**src/rtl/sha_clk_enable_ctrl.sv**
```systemverilog
// Clock-enable sequencer for the SHA-256 core's clock gate: wakes the gated clock,
// issues start pulses only on a settled clock, and gates again after an idle timeout.
module sha_clk_enable_ctrl #(
  parameter int unsigned WAKE_CYCLES  = 2,
  parameter int unsigned IDLE_TIMEOUT = 16,
  parameter int unsigned CNT_W        = 8
) (
  input  logic       clk,
  input  logic       rst,
  input  logic       start_req,
  input  logic       sha_busy,
  input  logic       force_on,
  output logic       clk_enable,
  output logic       start_ack,
  output logic       sha_start,
  output logic [1:0] state_dbg
);

  // Handshake: start_req is a level held by the requester until it sees start_ack
  // high for one cycle; the requester drops start_req in that ack cycle, and any
  // request still visible in the ack cycle is ignored so it is never acked twice.

  typedef enum logic [1:0] {
    ST_GATED     = 2'b00,
    ST_WAKING    = 2'b01,
    ST_ACTIVE    = 2'b10,
    ST_IDLE_WAIT = 2'b11
  } state_t;

  localparam logic [CNT_W-1:0] WAKE_LOAD = CNT_W'(WAKE_CYCLES);
  localparam logic [CNT_W-1:0] IDLE_LOAD = CNT_W'(IDLE_TIMEOUT);
  localparam logic [CNT_W-1:0] CNT_ONE   = CNT_W'(1);

  state_t           state;
  logic [CNT_W-1:0] cnt;

  logic cnt_last;
  logic req_grant;
  logic idle_cond;
  logic wake_event;

  assign cnt_last   = (cnt == CNT_ONE);
  assign req_grant  = start_req & ~sha_busy & ~start_ack;
  assign idle_cond  = ~start_req & ~sha_busy & ~force_on & ~start_ack;
  assign wake_event = sha_busy | force_on | start_req;

  assign state_dbg = state;

  // clk_enable is set alongside each state update so the gate only ever sees a flop.
  always_ff @(posedge clk) begin
    if (rst) begin
      state      <= ST_GATED;
      cnt        <= '0;
      clk_enable <= 1'b0;
      start_ack  <= 1'b0;
      sha_start  <= 1'b0;
    end else begin
      start_ack <= 1'b0;
      sha_start <= 1'b0;
      case (state)
        ST_GATED: begin
          clk_enable <= 1'b0;
          if (start_req | force_on) begin
            state      <= ST_WAKING;
            cnt        <= WAKE_LOAD;
            clk_enable <= 1'b1;
          end
        end

        ST_WAKING: begin
          clk_enable <= 1'b1;
          if (cnt_last) begin
            state <= ST_ACTIVE;
            cnt   <= '0;
          end else begin
            cnt <= cnt - CNT_ONE;
          end
        end

        ST_ACTIVE: begin
          clk_enable <= 1'b1;
          if (req_grant) begin
            start_ack <= 1'b1;
            sha_start <= 1'b1;
          end else if (idle_cond) begin
            state <= ST_IDLE_WAIT;
            cnt   <= IDLE_LOAD;
          end
        end

        ST_IDLE_WAIT: begin
          clk_enable <= 1'b1;
          if (start_req & ~sha_busy) begin
            state     <= ST_ACTIVE;
            cnt       <= '0;
            start_ack <= 1'b1;
            sha_start <= 1'b1;
          end else if (wake_event) begin
            state <= ST_ACTIVE;
            cnt   <= '0;
          end else if (cnt_last) begin
            state      <= ST_GATED;
            cnt        <= '0;
            clk_enable <= 1'b0;
          end else begin
            cnt <= cnt - CNT_ONE;
          end
        end

        default: begin
          state      <= ST_GATED;
          cnt        <= '0;
          clk_enable <= 1'b0;
        end
      endcase
    end
  end

endmodule

```
**config.mk**
```make
export PLATFORM = sky130hd
export DESIGN_NAME = sha_clk_enable_ctrl
export DESIGN_NICKNAME = d
export VERILOG_FILES = /design/src/rtl/sha_clk_enable_ctrl.sv
export SDC_FILE = /design/constraint.sdc
export NUM_CORES = 1
export LEC_CHECK = 0
export BUFFER_PORTS_ARGS = -buffer_cell sky130_fd_sc_hd__buf_2
export CAP_MARGIN = 10
export CORE_MARGIN = 8
export CORE_UTILIZATION = 49
export DETAILED_ROUTE_END_ITERATION = 10
export HOLD_SLACK_MARGIN = 0.06
export PLACE_DENSITY = 0.81
export SLEW_MARGIN = 0
export SYNTH_ARGS = -nofsm -noshare
export SYNTH_HDL_FRONTEND = slang
export SYNTH_SLANG_ARGS = --single-unit
```
**constraint.sdc**
```tcl
create_clock -name clk -period 1.7 [get_ports clk]
set_input_delay 0.085 -clock clk [delete_from_list [all_inputs] [get_ports clk]]
set_output_delay 0.085 -clock clk [all_outputs]
set_load 0.05 [all_outputs]
```
* Word level (Yosys, flattened, before mapping)
Cells that the tools add are included.
** Word-level totals
- Flip-flop bits (word level) :: 12
- Word-level logic and storage cells :: 53
- Output and inout port bits :: 5
- Bits of input ports :: 5
** Operators by class
- Reductions and logical operators :: 4
- $add $sub $neg :: 1
- Bitwise operators :: 12
- Equal/unequal tests :: 9
- Muxes and demuxes :: 23
** Operator list (number)
- $mux 8 :: 6
- $pmux 8 s4 :: 1
- $mux 2 :: 7
- $eq 8x1->1 const B :: 1
- $ne 2x2->1 const B :: 4
- $pmux 2 s4 :: 1
- $sub 8x1->8 const B :: 1
- $mux 1 :: 6
- $and 1x1->1 :: 5
- $reduce_and 5->1 :: 1
- $eq 2x2->1 const B :: 2
- $ne 4x4->1 const B :: 1
- $not 1->1 :: 4
- $or 1x1->1 :: 3
- $pmux 1 s3 :: 1
- $reduce_and 3->1 :: 1
- $eq 2x1->1 const B :: 1
- $logic_not 2->1 :: 1
- $pmux 1 s2 :: 1
- $reduce_or 2->1 :: 1

* Longest topological paths before layout
- Depth after elaboration :: 7
- Depth in mapped cells :: 8
- Depth with buffers taken out :: 6

* Worst setup path after synthesis
Ideal clock, no wire load.
- Kind :: reg-to-reg
- From :: register state[0] (netlist: state_dbg[0])
- To :: register cnt[4]
- Buffers on the path :: 0
- Slack :: -0.406 ns
- Required time :: 1.633 ns
- Cell stages (with the launch flop) :: 6
- Clock period less this slack :: 2.106 ns
- Arrival :: 2.040 ns
- Library setup time :: 0.067 ns
- Cells stage by stage :: dfxtp_1 > ha_1 > or4b_4 > a2111oi_2 > o311ai_1 > o21ai_2
** Between the ends
- Cells in the longest elaborated chain, start to end :: 3
- Elaborated cells on any way between the ends :: 9
- Those cells by class :: eq/ne: 6; mux: 1; reduce/logical: 2
** RTL lines
- from (decl) :: line 34 : state_t state;
- from (signal assigned) :: line 52 : state <= ST_GATED;
- from (signal assigned) :: line 64 : state <= ST_WAKING;
- from (signal assigned) :: line 73 : state <= ST_ACTIVE;
- $eq 2x2->1 or $logic_not 2->1 (tied branches) :: line 60 : case (state)
- $ne 2x2->1 (no source line)
- $reduce_and 3->1 (no source line)
- to (signal assigned) :: line 76 : cnt <= cnt - CNT_ONE;
- to (signal assigned) :: line 106 : cnt <= cnt - CNT_ONE;
- to (decl) :: line 35 : logic [CNT_W-1:0] cnt;
Several ways; a longest one is shown, not always the timed one.
A chain may end at the register's enable or synchronous reset.

* Worst setup path after layout
- From :: register state[1] (netlist: state_dbg[1])
- To :: register cnt[6]
The elaborated chain is that of the path after synthesis.

==> results.json <==
{
  "grt_setup_unrepaired": "true",
  "design.core.area_um2": 1510,
  "synth_area_leader_cell": "dfxtp_1",
  "final_util": 0.646,
  "peakVddDrop_v": 0.00125,
  "antennaDiodeCount": 0,
  "cp-start-kind": "flip-flop",
  "crit_slowest_cell": "or4b_4",
  "stdcell_area_um2": 973,
  "final_max_slew_viol_count": 0,
  "cts.root.buffer_cell": "clkbuf_4",
  "ys_seq_area_frac": 0.307,
  "internal_power_uw": 978,
  "status": "complete, no violations",
  "switching_share": 0.486,
  "first_iter_violations": 22,
  "skew_ns": 0.0155,
  "critPathBufInv": 0,
  "hpwl_um": 1260,
  "cp_data_arrival_time_ns": 1.92,
  "finalWirelength_um": 1890,
  "wl_per_cell_um": 16.2,
  "syn_to_final_growth_pct": 24.5,
  "viasPerCell": 5.93,
  "end_kind": "flip-flop",
  "ant_nets": 0,
  "power_frac_clock": 0.102,
  "first_global_vias": 732,
  "setup_viol": 0,
  "total_power_uw": 1900,
  "yosysWarnings": 0,
  "cts_tree": "built",
  "ios": 10,
  "grt_max_degree": 9,
  "worst_slew_pin_slew_ns": 0.336,
  "hold_viol": 0,
  "hp-start": "rst",
  "maxCapViolCount": 0,
  "die_h_um": 56.0,
  "synth_top_area_frac": 0.307,
  "hp-class": "in -> reg",
  "relSlewSlack": 0.776,
  "filler_cell_count": 124,
  "cts.path.max_buffers": 2,
  "multi_input_area_um2": 546,
  "path_clk_slew_ns": 0.08,
  "cpLargestDelayFamily": "simple AND/OR/NAND/NOR gates",
  "stdcell_count": 117,
  "htree_levels": 1,
  "cp_cell_sequence": "ha_4 -> or4b_4 -> a221oi_4 -> o21bai_4 -> nor2_1",
  "drive_gt1_frac": 0.337,
  "port_buffers": 9,
  "cts.sinks": 12,
  "p_per_area_nw_per_um2": 1950,
  "path_max_fanout": 6,
  "seqCellArea_um2": 248,
  "grt_pass1_wl_um": 3240,
  "r2r-start": "state_dbg[1]",
  "criticalPathCategory": "reg -> reg",
  "syn_avg_cell_area_um2": 9.42,
  "syn_area_um2": 782,
  "rows": 14,
  "dieArea_um2": 3130,
  "p_comb_frac": 0.629,
  "clk_latency_ns": 0.29,
  "tns_ns": 0,
  "vias": 694,
  "dr.pass1.iters": 4,
  "min_period_ns": 1.70,
  "antenna_found_initial": 0,
  "cpPeakStageDelay_ns": 0.52,
  "switchingPower_uw": 925,
  "start_util": 0.519,
  "gp_congestion": 0.785,
  "crit_start": "state_dbg[1]",
  "seqPwrFrac": 0.269,
  "cts_buffers": 3,
  "synth_cell_types": 34,
  "grt_remaining_overflow": 0,
  "drcViolationCount": 0,
  "dp_cells": 110,
  "syn_nets": 95,
  "p_leak_uw": 0.000393,
  "ys_top_cells_by_area": "dfxtp_1 31%, ha_1 11%, xor2_1 5.6%",
  "syn_inst": 83,
  "worstPathRequired_ns": 1.92,
  "min_period_over_period": 0.999,
  "timing.fmax_mhz": 589,
  "die_x_um": 56.0,
  "synth_seq_cells": 12,
  "nNetsFinal": 114,
  "dpl_cell_area_um2": 898,
  "grt_use_total": 0.123
}
==> stage by stage <==
| stage | hold WS, ns | worst slack [ns] |
|---|---|---|
| 2_1_floorplan | 0.147 | -0.0163 |
| 3_3_place_gp | 0.355 | 0.0336 |
| 3_5_place_dp | 0.361 | -0.00413 |
| 4_1_cts | 0.0722 | 0.0101 |
| 5_1_grt | 0.0942 | -0.0638 |
| 6_report | 0.0693 | 0.00153 |
==> kinds of logic after synthesis <==
group,share of synthesized area
and+or+nand+nor,0.232
AOI/OAI and AO/OA,0.224
DFF,0.307
buffers and inverters,0.0576
adders and majority gates,0.112
xor gates and xnor gates,0.0672
==> per-layer routing <==
metal  GRT usage  wire length [µm]
met1       0.148               817
met2       0.199               926
met3      0.0251                94
met4      0.0653                53
met5           0                 0
==> power by group through the flow <==
stage               Clock [µW]  Combinational (µW)  Sequential, µW
CTS                        194                1130             512
global placement             0                1080             514
floorplan                    0                 743             613
detailed placement           0                1080             522
global route               200                1310             528
finish                     194                1200             512
==> flip-flops by register name, summed over array words and instances, names as in the netlist <==
register	count
state_dbg	2
cnt	8
sha_start	1
clk_enable	1
==> cell usage after synthesis <==
master and instances:
a21oi_1 3, a221oi_1 1, nand4b_1 2, ha_1 7
nor3_1 3, clkbuf_1 1, nand4_1 3, a211oi_1 3
xnor2_1 1, a22o_1 1, dfxtp_1 12, nor4_1 1
a31oi_1 1, a311oi_1 2, o311ai_1 1, or4b_4 1
nand3_1 1, o41ai_4 1, o21bai_2 1, nor2_1 11
o21ai_2 1, a2111oi_2 1, nor4b_1 1, a221oi_2 1
nand2b_1 1, nand2_1 1, or3b_1 2, nor2b_1 1
xor2_1 5, inv_1 7, and2_1 1, buf_4 2
o31a_2 1, nor4b_2 1
==> layout by cell type (no fill, tap or decap), types with 5 or more instances in the layout <==
master,n
nor2_1,10
xor2_1,5
inv_1,5
dfxtp_1,10
buf_2,9
buf_4,7
ha_1,6
==> final cells by class <==
type                    count  share of cell area
multi-input cells          61               0.560
flip-flops and latches     12               0.254
repair buffers             17               0.111
clock buffers               4              0.0270
inverters                   7              0.0270
well taps                  16              0.0206
==> worst paths after layout <==
check,slack [ns],cells past startpoint,end
max reg2reg,0.002,5,cnt[6]
min reg2reg,0.55,2,cnt[4]
min,0.07,2,state_dbg[0]
max,0.002,5,cnt[6]
==> timing repair <==
item,CTS,global route
setup endpoints to repair,8,10
hold buffers,1,0
endpoints found under the hold margin,1,0
pin swaps,4,6
gates resized for setup,0,4
setup buffers,2,0
cloned,0,0
No activity file was read; power rests on OpenSTA's default activity.
